===== config.mk =====
export PLATFORM = sky130hd
export DESIGN_NAME = pipe_stage_skid_reg
export DESIGN_NICKNAME = d
export VERILOG_FILES = /design/src/rtl/pipe_stage_skid_reg.sv
export SDC_FILE = /design/constraint.sdc
export NUM_CORES = 1
export LEC_CHECK = 0
export BUFFER_PORTS_ARGS = -buffer_cell sky130_fd_sc_hd__buf_2
export CORE_MARGIN = 10
export CORE_UTILIZATION = 25
export DETAILED_ROUTE_END_ITERATION = 6
export GPL_TIMING_DRIVEN = 0
export PLACE_DENSITY_LB_ADDON = 0.15
export SKIP_LAST_GASP = 1
export SLEW_MARGIN = 20
export SYNTH_ARGS = -nofsm -noshare
export SYNTH_HDL_FRONTEND = slang
export SYNTH_SLANG_ARGS = --single-unit

===== constraint.sdc =====
create_clock -name clk -period 2.25 [get_ports clk]
set_input_delay 0.3375 -clock clk [delete_from_list [all_inputs] [get_ports clk]]
set_output_delay 0.3375 -clock clk [all_outputs]
set_load 0.05 [all_outputs]

===== src/rtl/pipe_stage_skid_reg.sv =====
// Parametrised pipeline stage register with a valid/ready handshake, a 2-entry skid buffer and flush.
// Define PIPE_STAGE_PERF_EN to add the stall_cnt and squash_cnt performance counters.
module pipe_stage_skid_reg #(
    parameter int                 CTRL_W      = 16,
    parameter int                 DATA_W      = 96,
    parameter logic [CTRL_W-1:0]  CTRL_BUBBLE = '0
) (
    input  logic              clk,
    input  logic              reset,
    input  logic              flush,
    input  logic              in_valid,
    output logic              in_ready,
    input  logic [CTRL_W-1:0] in_ctrl,
    input  logic [DATA_W-1:0] in_data,
    output logic              out_valid,
    input  logic              out_ready,
    output logic [CTRL_W-1:0] out_ctrl,
    output logic [DATA_W-1:0] out_data
`ifdef PIPE_STAGE_PERF_EN
    ,
    output logic [31:0]       stall_cnt,
    output logic [31:0]       squash_cnt
`endif
);

    typedef enum logic [1:0] {
        EMPTY = 2'd0,
        ONE   = 2'd1,
        TWO   = 2'd2
    } stateT;

    stateT             stateReg;
    logic              outValidReg;
    logic              inReadyReg;
    logic [CTRL_W-1:0] mainCtrlReg;
    logic [DATA_W-1:0] mainDataReg;
    logic [CTRL_W-1:0] skidCtrlReg;
    logic [DATA_W-1:0] skidDataReg;

    logic accept;
    logic retire;

    assign accept = in_valid & inReadyReg;
    assign retire = outValidReg & out_ready;

    assign in_ready  = inReadyReg;
    assign out_valid = outValidReg;
    assign out_ctrl  = mainCtrlReg;
    assign out_data  = mainDataReg;

    // mainCtrlReg is loaded with CTRL_BUBBLE on every path that empties the stage,
    // so out_ctrl needs no output mux.
    always_ff @(posedge clk) begin
        if (reset) begin
            stateReg    <= EMPTY;
            outValidReg <= 1'b0;
            inReadyReg  <= 1'b1;
            mainCtrlReg <= CTRL_BUBBLE;
            mainDataReg <= '0;
            skidCtrlReg <= CTRL_BUBBLE;
            skidDataReg <= '0;
        end else if (flush) begin
            // Everything held or arriving this cycle is younger than the branch.
            stateReg    <= EMPTY;
            outValidReg <= 1'b0;
            inReadyReg  <= 1'b1;
            mainCtrlReg <= CTRL_BUBBLE;
        end else begin
            case (stateReg)
                EMPTY: begin
                    if (accept) begin
                        stateReg    <= ONE;
                        outValidReg <= 1'b1;
                        mainCtrlReg <= in_ctrl;
                        mainDataReg <= in_data;
                    end
                end
                ONE: begin
                    if (accept && retire) begin
                        mainCtrlReg <= in_ctrl;
                        mainDataReg <= in_data;
                    end else if (accept) begin
                        stateReg    <= TWO;
                        inReadyReg  <= 1'b0;
                        skidCtrlReg <= in_ctrl;
                        skidDataReg <= in_data;
                    end else if (retire) begin
                        stateReg    <= EMPTY;
                        outValidReg <= 1'b0;
                        mainCtrlReg <= CTRL_BUBBLE;
                    end
                end
                TWO: begin
                    if (retire) begin
                        stateReg    <= ONE;
                        inReadyReg  <= 1'b1;
                        mainCtrlReg <= skidCtrlReg;
                        mainDataReg <= skidDataReg;
                    end
                end
                default: begin
                    stateReg    <= EMPTY;
                    outValidReg <= 1'b0;
                    inReadyReg  <= 1'b1;
                    mainCtrlReg <= CTRL_BUBBLE;
                end
            endcase
        end
    end

`ifdef PIPE_STAGE_PERF_EN
    logic [31:0] stallCntReg;
    logic [31:0] squashCntReg;

    assign stall_cnt  = stallCntReg;
    assign squash_cnt = squashCntReg;

    // Counters run through flush; a squash is counted only if something was actually discarded.
    always_ff @(posedge clk) begin
        if (reset) begin
            stallCntReg  <= '0;
            squashCntReg <= '0;
        end else begin
            if (outValidReg && !out_ready) begin
                stallCntReg <= stallCntReg + 32'd1;
            end
            if (flush && ((stateReg != EMPTY) || accept)) begin
                squashCntReg <= squashCntReg + 32'd1;
            end
        end
    end
`endif

endmodule


# After elaboration in Yosys (flattened, before gate mapping)
# Cells that the tools add are included.
# word_totals
output_inout_bits	114
word_cells	60
regBits	228
# op_classes
n_bitwise	6
muxes	25
eq_ne	12
reduce_logical	10
# op_table
operator	n
96-bit two-way mux	3
96-bit case mux with 3 select lines	1
16-bit two-way mux	5
16-bit case mux with 3 select lines	1
4-bit AND reduction	4
2-bit inequality test, second input constant	7
2-bit two-way mux	5
5-bit AND reduction	2
3-bit inequality test, second input constant	3
1-bit two-way mux	7
1-bit case mux with 3 select lines	2
2-bit case mux with 3 select lines	1
1-bit NOT	4
3-bit nonzero test	1
1-bit bitwise AND	2
2-bit by 1-bit equality test with 1-bit output, second input constant	1
2-bit equality test, second input constant	1
2-bit logical NOT	1
2-bit OR reduction	1
1-bit logical AND	1

# Logic depth before layout (Yosys ltp)
# Gate-level depths: netlist of run 1.
# depth
depth_word	5
mapped_depth	8
mapped_depth_nobuf	4

# Least setup slack after synthesis of run 1
# OpenSTA, ideal clock, no wires.
# synth_path
path_type	register to register
start	reg inReadyReg (netlist: in_ready)
end	reg skidDataReg[30]
stages_incl_launch_ff	8
t_arrival_ns	1.774
path_slack_ns	0.344
t_required_ns	2.118
cell_sequence	dfxtp_1 > nand3b_1 > or3_1 > clkbuf_1 > buf_6 > buf_6 > nand2_1 > a21oi_1
# synth_via
elab_chain_len	4
# synth_lines
item	line_no	text
start: declaration	34	logic inReadyReg;
start signal: assignment	57	inReadyReg <= 1'b1;
start signal: assignment	66	inReadyReg <= 1'b1;
start signal: assignment	84	inReadyReg <= 1'b0;
1-bit bitwise AND (*)	43	assign accept = in_valid & inReadyReg;
1-bit logical AND	79	if (accept && retire) begin
1-bit NOT (no source line)	--	
4-bit AND reduction (no source line) (*)	--	
end signal: assignment	86	skidDataReg <= in_data;
end: declaration	38	logic [DATA_W-1:0] skidDataReg;
# Mark *: on every way between the ends. The rest lies on a longest branch, timed or not.
# A chain may end at the register's enable or synchronous reset.

# Worst setup path in the final report of run 1
# layout_path
start	reg stateReg[1]
end	reg skidCtrlReg[9]
# layout_via
elab_chain_len	2
# layout_lines
item	line_no	text
start: declaration	32	stateT stateReg;
start signal: assignment	55	stateReg <= EMPTY;
start signal: assignment	64	stateReg <= EMPTY;
start signal: assignment	72	stateReg <= ONE;
2-bit by 1-bit equality test with 1-bit output	69	case (stateReg)
4-bit AND reduction (no source line)	--	
end signal: assignment	85	skidCtrlReg <= in_ctrl;
end: declaration	37	logic [CTRL_W-1:0] skidCtrlReg;
# Every way passes these cells.

==> results of run 1 <==
## sequential cells by signal (all words and copies together) (netlist names)
register,count
out_data,96
skidDataReg,96
out_ctrl,16
skidCtrlReg,16
stateReg,2
in_ready,1
out_valid,1
## cell families after synthesis
family / share of synthesized area, %
AO/OA/AOI/OAI: 24.3
AND/OR/NAND/NOR: 10.2
flip-flops: 49.3
buffers and inverters: 5.80
multiplexers: 10.4
## worst reg2reg max path: cells and delay by family (launching register included)
family                 cells  cell delay, ns
AOI/OAI and AO/OA          1            0.13
buffers and inverters      3            0.78
DFF                        1            0.29
and+or+nand+nor            3            0.74
## layout make-up
type | instances | area share (%)
flip-flops and latches | 228 | 38.6
clock buffers | 42 | 6.69
repair buffers | 230 | 9.73
inverters | 2 | 0.0634
clock inverters | 5 | 0.211
well taps | 468 | 4.95
multi-input cells | 690 | 35.1
plain buffers | 107 | 4.63
diodes | 2 | 0.0423
## power by group through the flow
stage / logic, mW / registers [mW] / clock network, mW
global route: 1.61 / 4.31 / 4.40
floorplan: 0.514 / 4.85 / 0
global placement: 1.51 / 4.38 / 0
finish: 1.50 / 4.30 / 4.09
CTS: 1.51 / 4.30 / 4.25
detailed placement: 1.51 / 4.38 / 0
## placed cells by master (no fill, tap or decap), drive strengths merged, types with 3 or more instances in the layout
cell type    n
a21oi      215
a22oi       16
a311oi      96
buf        271
clkbuf     108
clkinv       5
dfxtp      228
mux2i       96
nand2      227
nor2         3
o21a         3
o21ai        3
o2bb2ai     17
## layer usage
layer	share of wire [%]	GRT usage, %
met5	0.11	0
met4	1.4	3.05
met3	6.8	4.02
met2	46	22.9
met1	46	18.6
## timing repair
action                     CTS  global route
gates resized for setup      0            21
setup endpoints to repair    0           155
hold buffers                 0             0
buffers inserted             0             0
## final timing paths
check	endpoint	from
hold reg to reg	skidDataReg[84]$_SDFFE_PP0P_	skidDataReg[84]$_SDFFE_PP0P_
setup / recovery	skidCtrlReg[9]$_SDFFE_PP0P_	stateReg[1]$_SDFFE_PP0P_
setup reg to reg	skidCtrlReg[9]$_SDFFE_PP0P_	stateReg[1]$_SDFFE_PP0P_
hold / removal	skidDataReg[74]$_SDFFE_PP0P_	in_data[74]
==> summary.md, run 1 <==
| Metric | Value |
|---|---|
| Status | `finished clean` |
| Clock share of power | `roughly two fifths` |
| RSZ-0062 raised after global routing | `no` |
| Worst Hold Class | `in2reg` |
| Kind of critical path | `reg2reg` |
| Cell area after layout | `11,800 um2` |
| Share of layout cells above drive strength 1 | `roughly a quarter` |
| Sequential power share | `a little over two fifths` |
| Final Hold Viols | `0` |
| Hold_ws | `~0.051 ns` |
| Final max-slew violation count | `0` |
| Worst hold path stage count | `3` |
| Cell area after synthesis | `between 9000 and 10,000 um2` |
| Crit-path slowest cell | `nor3_4` |
| Worst-path clk slew | `around 0.060 ns` |
| Final setup TNS | `0 ns` |
| Post-DP HPWL | `24,300 um` |
| # setup viols final | `0` |
| Synthesized flop and latch total | `between 200 and 250` |
| Tmin final | `slightly above 2 ns` |
| Largest net degree at the start of global routing | `13` |
| Initial antenna violation count | `6` |
| Synth Instances | `approximately 1,000` |
| Die X-Extent | `between 200 and 250 um` |
| CP cell instances | `buf_2 > nand3b_1 > nor3_4 > clkbuf_4 > buf_2 > nand2_1 > a21oi_1` |
| Combinational power share | `between 10% and 20%` |
| Row cnt | `70` |
| Vias in the first global route | `around 8,500` |
| Crit path depth | `7` |
| Highest clock rate | `roughly 490 MHz` |
| Area after DPL | `approximately 11,000 um2` |
| Post-synth net total | `1,144` |
| Global route overflow | `0` |
| Worst Slack Setup Final | `0.228 ns` |
| Predominant post-synthesis flop cell | `dfxtp_1` |
| DR WL/cell | `19.1 um` |
| CTS tree | `done` |
| Largest stage delay, worst path | `0.38 ns` |
| Area occupied by multi-input gates | `a little over 4000 um2` |
| CTS Root Cell | `clkbuf_16` |
| DRC Markers | `0` |
| P_sw | `about 2.9 mW` |
| Cell repeated most along the worst path | `buf_2` |
| Yosys Warn Count | `0` |
| Post-synth top area cell | `dfxtp_1` |
| CP Buf/Inv Count | `3` |
| Final Wtd Congestion | `between 0.7 and 0.8` |
| Top Family by Delay on Critical Path | `buffers and inverters` |
| Die height | `between 200 and 250 um` |
| IO Port Bufs | `between 200 and 250` |
| P_leak | `just over 5 nW` |
| Post-synth ARST share | `0%` |
| Max H-tree Level | `1` |
| Clk_lat worst skew | `0.53 ns` |
| Pwr per Cell Area | `836 nW/um2` |
| Fin Clk Skew | `about 0.0073 ns` |
| Total Power | `a little under 10 mW` |
| Top-count cell post-synth | `dfxtp_1` |
| Post-layout util | `32.4%` |
| Final period utilization | `about nine tenths` |
| Drt via density | `4.74` |
| Area contributors post-synth | `dfxtp_1 49%, a21oi_1 12%, mux2i_1 10%, nand2_1 9.2%, a311oi_1 9.1%` |
| Core area | `approximately 37,000 um2` |
| All-layer global routing usage | `between 10% and 20%` |
| Detailed Route WL | `about 34,000 um` |
| Via count | `8,408` |
| Mean Syn Cell Area | `approximately 9 um2` |
| Actual slew at the worst max-slew pin | `0.982 ns` |
| Initial core utilization | `25.3%` |
| Boundary pin count | `231` |
| Max VDD drop | `between 400 and 500 uV` |
| Global-route wire length before repair | `approximately 51,000 um` |
| Nets | `1,403` |
| Placed insts | `roughly 1,700` |
| Cells on worst reg2reg path | `7` |
| ANT nets after route | `0` |
| Internal | `between 7 and 8 mW` |
| Synth unique cells | `30` |
| Post-synth top cells | `228 x dfxtp_1, 227 x nand2_1, 215 x a21oi_1` |
| Layout area overhead | `27.9%` |
| R2r setup slk | `0.23 ns` |
| Startpoint Class | `flop` |
| DP Worst Slack | `-0.413 ns` |
| Slew HR | `34.5%` |
| EDFF count, synth | `0` |
| Crit path required time | `roughly 2.7 ns` |
| Non-filler cells, final | `~1,800` |
| Sequential fraction of the synthesis area | `49.3%` |
| Worst-path maximum fanout | `10` |
| Switching Share | `around 29%` |
| Drt pass-1 iters | `5` |
| Max-Cap Viols | `0` |
| Sequential cell area | `around 4600 um2` |
| Iter 0 DRT Violations | `about 380` |
| Clk buf depth | `3` |
| Die Footprint | `about 45,000 um2` |
| Fillers | `3,907` |
| CTS Sinks | `228` |
| Cts bufs inserted | `27` |
| CP arrival | `about 2.5 ns` |
| Synth top area share | `about 50%` |
| CP endpoint kind | `flop` |
Power figures use the tool's default switching activity.
==> inputs of run 2 (changes only) <==
Settings changed: PLACE_DENSITY set to 0.41, PLACE_DENSITY_LB_ADDON 0.15 to unset.
==> summary.md, run 2 (synthesis gave the netlist of run 1 again) <==
| Metric | Value |
|---|---|
| Status | `finished clean (unchanged)` |
| Kind of critical path | `reg2reg (unchanged)` |
| Worst hold path stage count | `3 (unchanged)` |
| Largest net degree at the start of global routing | `14 (was 13)` |
| R2r setup slk | `0.06 ns (was 0.23 ns)` |
| Via count | `8,480 (was 8,408)` |
| Worst-path maximum fanout | `10 (unchanged)` |
| CTS tree | `done (unchanged)` |
| Final max-slew violation count | `0 (unchanged)` |
| Hold Path End | `skidDataReg[63]$_SDFFE_PP0P_ (was skidDataReg[74]$_SDFFE_PP0P_)` |
| CTS Sinks | `228 (unchanged)` |
| Share of layout cells above drive strength 1 | `25.1% (was 24.8%)` |
| Tmin final | `2.19 ns (was 2.02 ns)` |
| Vias in the first global route | `8,431 (was 8,502)` |
| All-layer global routing usage | `14.8% (was 14.3%)` |
| Die X-Extent | `212 um (unchanged)` |
| Drt via density | `4.77 (was 4.74)` |
| Hold Buf Count CTS | `0 (unchanged)` |
| DP Worst Slack | `-0.493 ns (was -0.413 ns)` |
| # setup viols final | `0 (unchanged)` |
| Worst-path clk slew | `0.06 ns (about the same)` |
| Clk_lat worst skew | `0.54 ns (was 0.53 ns)` |
| Cts bufs inserted | `28 (was 27)` |
| Detailed Route WL | `34,400 um (was 33,800 um)` |
| Startpoint Class | `flop (unchanged)` |
| Initial antenna violation count | `5 (was 6)` |
| Layout area overhead | `30.1% (was 27.9%)` |
| Row cnt | `70 (unchanged)` |
| Hold_ws | `0.0477 ns (was 0.0514 ns)` |
| Diodes inserted | `0 (was 2)` |
| Post-layout util | `33.0% (was 32.4%)` |
| Initial core utilization | `25.3% (unchanged)` |
| Boundary pin count | `231 (unchanged)` |
| Final Wtd Congestion | `0.750 (was 0.730)` |
| CTS Root Cell | `clkbuf_16 (unchanged)` |
| Hold_sp | `in_data[63] (was in_data[74])` |
| Post-DP HPWL | `24,600 um (was 24,300 um)` |
| DRC Markers | `0 (unchanged)` |
| Core area | `36,500 um2 (unchanged)` |
| IO Port Bufs | `230 (unchanged)` |
| R2R Path End | `out_data[36]$_SDFFE_PP0P_ (was skidCtrlReg[9]$_SDFFE_PP0P_)` |
| Final Hold Viols | `0 (unchanged)` |
| Clk buf depth | `3 (unchanged)` |
| Cells on worst reg2reg path | `7 (unchanged)` |
| Worst Slack Setup Final | `0.0630 ns (was 0.228 ns)` |
| Nets | `1,404 (was 1,403)` |
| Drt pass-1 iters | `4 (was 5)` |
| Highest clock rate | `457 MHz (was 495 MHz)` |
| Worst Hold Class | `in2reg (unchanged)` |
| Die Footprint | `45,100 um2 (unchanged)` |
| Worst r2r src | `stateReg[1]$_SDFFE_PP0P_ (unchanged)` |
| P_leak | `5.27 nW (was 5.18 nW)` |
| Pwr per Cell Area | `896 nW/um2 (was 836 nW/um2)` |
| Fin Clk Skew | `0.00743 ns (was 0.00733 ns)` |
| DR WL/cell | `19.4 um (was 19.1 um)` |
| Iter 0 DRT Violations | `440 (was 381)` |
| ANT nets after route | `0 (unchanged)` |
| Crit path required time | `2.64 ns (was 2.70 ns)` |
| Most common cell after layout, fill and taps aside | `buf_2 (unchanged)` |
| CP arrival | `2.57 ns (was 2.48 ns)` |
| Global route overflow | `0 (unchanged)` |
| Setup bufs post-CTS | `0 (unchanged)` |
| Commonest non-fill, non-tap cells in the layout | `259 x buf_2, 228 x dfxtp_1, 227 x nand2_1 (was 257 x buf_2, 228 x dfxtp_1, 227 x nand2_1)` |
| Max H-tree Level | `1 (unchanged)` |
| RSZ-0062 raised after global routing | `yes (was no)` |
| Global-route wire length before repair | `52,400 um (was 50,900 um)` |
| Final period utilization | `97.2% (was 89.9%)` |
| Slew HR | `29.6% (was 34.5%)` |
| CP endpoint kind | `flop (unchanged)` |
| Max-Cap Viols | `0 (unchanged)` |
| Die height | `212 um (unchanged)` |
| Max VDD drop | `585 uV (was 459 uV)` |
| Actual slew at the worst max-slew pin | `1.06 ns (was 0.982 ns)` |
[run 2: changes by cell type in the layout (fill, tap and decap cells not counted), sizes merged]
| cell | before | now |
|---|---|---|
| clkbuf | 108 | 101 |
| bufinv | 0 | 5 |
| buf | 271 | 277 |
| diode | 2 | 0 |
| clkinvlp | 0 | 1 |
[run 2: layout make-up]
cell class | instances | area, um2
Buffer | 107 | 536
Clock buffer | 41 | 851
Clock inverter | 11 | 183
Fill cell | 3857 | 24500
Inverter | 2 | 7.51
Multi-Input combinational cell | 690 | 4160
Sequential cell | 228 | 4560
Tap cell | 468 | 586
Timing Repair Buffer | 230 | 1150
[run 2: how the worst max path moves through the flow]
stage / start / to / depth (start not counted)
global route: stateReg[0]$_SDFFE_PP0P_ / out_data[22]$_SDFFE_PP0P_ / 6
floorplan: in_ready$_SDFFE_PP1P_ / skidDataReg[30]$_SDFFE_PP0P_ / 7
global placement: reset / out_data[51]$_SDFFE_PP0P_ / 5
CTS: stateReg[1]$_SDFFE_PP0P_ / out_data[57]$_SDFFE_PP0P_ / 7
detailed placement: reset / skidDataReg[61]$_SDFFE_PP0P_ / 5
finish: stateReg[1]$_SDFFE_PP0P_ / out_data[36]$_SDFFE_PP0P_ / 7
[run 2: critical path, cell delays in order, from the launching register on]
cell,delay [ns]
dfxtp_1,0.30
buf_2,0.17
nand2b_1,0.06
buf_2,0.23
o2bb2ai_2,0.22
buf_2,0.41
buf_1,0.46
a311oi_1,0.17
[run 2: metrics by stage]
step                instance area, um2  setup TNS (ns)  total power, mW  std cells
finish                           12000               0             10.8       1777
global route                     12000           -2.57             11.2       1777
CTS                              12000               0             11.0       1777
detailed placement               11000          -54.42             5.90       1725
global placement                 11000          -42.24             5.90       1725
floorplan                         9250               0             5.36       1027
[run 2: power by group]
part	internal [mW]	leakage (nW)	switching (mW)
logic	0.408	2.90	1.09
clock network	3.18	0.510	1.82
registers	4.21	1.86	0.0913
total	7.79	5.27	3.00
[run 2: layer usage]
layer / routed length [um] / track usage (%)
met5: 43 / 0
met3: 2050 / 3.75
met1: 15700 / 19.6
met4: 505 / 2.61
met2: 16100 / 23.9
[run 2: timing repair]
action / in CTS / in global routing
gates resized for setup: 2 / 9
pin swaps: 0 / 0
setup endpoints to repair: 6 / 102
gates cloned: 0 / 0
==> inputs of run 3 (changes only) <==
Settings changed: PLACE_DENSITY 0.41 to 0.42.
Clock period 2.25 ns to 1.9 ns, I/O delays scaled along.
==> summary.md, run 3 (synthesis gave the netlist of run 1 again) <==
| Metric | Value |
|---|---|
| DP Worst Slack | `-0.743 ns (was -0.493 ns)` |
| Slew HR | `33.1% (was 29.6%)` |
| Core area | `36,500 um2 (unchanged)` |
| All-layer global routing usage | `15.1% (was 14.8%)` |
| Boundary pin count | `231 (unchanged)` |
| CTS Sinks | `228 (unchanged)` |
| Final period utilization | `92.7% (was 97.2%)` |
| Nets | `1,519 (was 1,404)` |
| R2R Path End | `out_data[36]$_SDFFE_PP0P_ (unchanged)` |
| Worst hold path stage count | `3 (unchanged)` |
| Most common cell after layout, fill and taps aside | `buf_2 (unchanged)` |
| Actual slew at the worst max-slew pin | `1.00 ns (was 1.06 ns)` |
| CP Buf/Inv Count | `2 (was 4)` |
| # setup viols final | `0 (unchanged)` |
| Global-route wire length before repair | `53,800 um (was 52,400 um)` |
| Layout area overhead | `43.4% (was 30.1%)` |
| Global route overflow | `0 (unchanged)` |
| Top Family by Delay on Critical Path | `compound AO/OA/AOI/OAI gates (was buffers and inverters)` |
| Area after DPL | `11,000 um2 (about the same)` |
| Top Usage Layer GRT | `met2 (unchanged)` |
| Met1 usage | `19.6% (about the same)` |
| Iter 0 DRT Violations | `379 (was 440)` |
| Pwr per Cell Area | `955 nW/um2 (was 896 nW/um2)` |
| Startpoint Class | `flop (unchanged)` |
| Worst-path maximum fanout | `10 (unchanged)` |
| Initial core utilization | `25.3% (unchanged)` |
| GR Util met3 | `3.78% (was 3.75%)` |
| Die Footprint | `45,100 um2 (unchanged)` |
| Clk buf depth | `3 (unchanged)` |
| Drt pass-1 iters | `5 (was 4)` |
| Worst Hold Class | `in2reg (unchanged)` |
| Commonest non-fill, non-tap cells in the layout | `243 x buf_2, 227 x nand2_1, 226 x dfxtp_1 (was 259 x buf_2, 228 x dfxtp_1, 227 x nand2_1)` |
| CP arrival | `2.21 ns (was 2.57 ns)` |
| Post-layout util | `36.3% (was 33.0%)` |
| R2r setup slk | `0.14 ns (was 0.06 ns)` |
| Vias in the first global route | `9,032 (was 8,431)` |
| CP cell instances | `nand2_1 > o2bb2ai_4 > buf_12 > buf_4 > a21oi_1 > a311oi_1 (was buf_2 > nand2b_1 > buf_2 > o2bb2ai_2 > buf_2 > buf_1 > a311oi_1)` |
| Max H-tree Level | `1 (unchanged)` |
| DRC Markers | `0 (unchanged)` |
| Detailed Route WL | `35,000 um (was 34,400 um)` |
| Status | `finished clean (unchanged)` |
| Max-Cap Viols | `0 (unchanged)` |
| Share of layout cells above drive strength 1 | `24.5% (was 25.1%)` |
| Cts bufs inserted | `29 (was 28)` |
| Final max-slew violation count | `0 (unchanged)` |
| Die X-Extent | `212 um (unchanged)` |
| CTS Root Cell | `clkbuf_16 (unchanged)` |
| Max VDD drop | `553 uV (was 585 uV)` |
| Kind of critical path | `reg2reg (unchanged)` |
| Cell area after layout | `13,300 um2 (was 12,000 um2)` |
| Row cnt | `70 (unchanged)` |
| Fin Clk Skew | `0.0139 ns (was 0.00743 ns)` |
| Crit path required time | `2.35 ns (was 2.64 ns)` |
| IO Port Bufs | `230 (unchanged)` |
| Final Hold Viols | `0 (unchanged)` |
| Largest net degree at the start of global routing | `14 (unchanged)` |
| Worst-path clk slew | `0.06 ns (about the same)` |
| Post-DP HPWL | `24,500 um (was 24,600 um)` |
| Worst Slack Setup Final | `0.139 ns (was 0.0630 ns)` |
| RSZ-0062 raised after global routing | `yes (unchanged)` |
| Clk_lat worst skew | `0.55 ns (was 0.54 ns)` |
| DR WL/cell | `18.5 um (was 19.4 um)` |
| Final Wtd Congestion | `0.780 (was 0.750)` |
| Crit-path slowest cell | `dfxtp_1 (was buf_1)` |
| Fillers | `3,810 (was 3,857)` |
| P_leak | `5.80 nW (was 5.27 nW)` |
| CTS tree | `done (unchanged)` |
| Routing usage on met2 | `24.7% (was 23.9%)` |
| Hold_sp | `reset (was in_data[63])` |
| Die height | `212 um (unchanged)` |
| Worst r2r src | `out_valid$_SDFFE_PP0P_ (was stateReg[1]$_SDFFE_PP0P_)` |
| Hold_ws | `0.0559 ns (was 0.0477 ns)` |
| CP endpoint kind | `flop (unchanged)` |
| Tmin final | `1.76 ns (was 2.19 ns)` |
| Via count | `8,927 (was 8,480)` |
| Hold Path End | `in_ready$_SDFFE_PP1P_ (was skidDataReg[63]$_SDFFE_PP0P_)` |
| Cells on worst reg2reg path | `6 (was 7)` |
| Highest clock rate | `568 MHz (was 457 MHz)` |
| ANT nets after route | `0 (unchanged)` |
| Largest stage delay, worst path | `0.46 ns (about the same)` |
| Final setup TNS | `0 ns (unchanged)` |
| Drt via density | `4.72 (was 4.77)` |
| Initial antenna violation count | `1 (was 5)` |
-- run 3: cell count changes in the layout (fill, tap and decap cells not counted), sizes merged --
cell         delta
diode           +1
clkinv          -1
bufinv          -3
clkbuf         +10
clkinvlp        +1
dlygate4sd3   +112
buf             -5
-- run 3: repair_timing --
action                                 CTS  global route
setup endpoints to repair              218           218
endpoints found under the hold margin  113             0
pin swaps                                1            23
hold buffers                           112             0
buffers inserted                         2             1
gates resized for setup                 31            36
-- run 3: metrics by stage --
stage               instances  power, mW
floorplan                1027       6.35
global placement         1725       6.98
detailed placement       1725       6.98
CTS                      1890       12.9
global route             1891       13.2
finish                   1892       12.7
-- run 3: routing by layer --
layer	vias to the layer above	part of all wire (%)
met2	214	47
li1	4483	-
met1	4199	45
met3	31	6.1
met4	0	1.5
met5	-	0
-- run 3: cell type report --
class / count / area, um2 / area share, %
buffer: 106 / 644 / 4.86
tap: 468 / 586 / 4.41
inverter: 2 / 7.51 / 0.0566
clock buffer: 44 / 882 / 6.65
multi-input combinational: 690 / 4180 / 31.5
antenna: 1 / 2.50 / 0.0189
timing repair buffer: 345 / 2290 / 17.3
sequential: 228 / 4570 / 34.4
clock inverter: 8 / 98.8 / 0.745
-- run 3: worst max path at each step --
stage | start | endpoint | cells after the start
6_report | out_valid$_SDFFE_PP0P_ | out_data[36]$_SDFFE_PP0P_ | 6
3_3_place_gp | reset | out_data[51]$_SDFFE_PP0P_ | 5
5_1_grt | stateReg[1]$_SDFFE_PP0P_ | skidDataReg[34]$_SDFFE_PP0P_ | 8
3_5_place_dp | reset | out_data[54]$_SDFFE_PP0P_ | 5
2_1_floorplan | out_valid$_SDFFE_PP0P_ | out_data[29]$_SDFFE_PP0P_ | 5
4_1_cts | stateReg[0]$_SDFFE_PP0P_ | out_data[51]$_SDFFE_PP0P_ | 6
-- run 3: power by group --
group | switching (mW) | internal [mW]
sequential | 0.106 | 4.98
combinational | 1.34 | 0.669
clock | 2.13 | 3.45
total | 3.57 | 9.10
-- run 3: worst reg2reg max path: stages, from the launching register on --
cell and delay, ns:
dfxtp_1 0.46, nand2_1 0.22, o2bb2ai_4 0.25, buf_12 0.19
buf_4 0.20, a21oi_1 0.09, a311oi_1 0.26
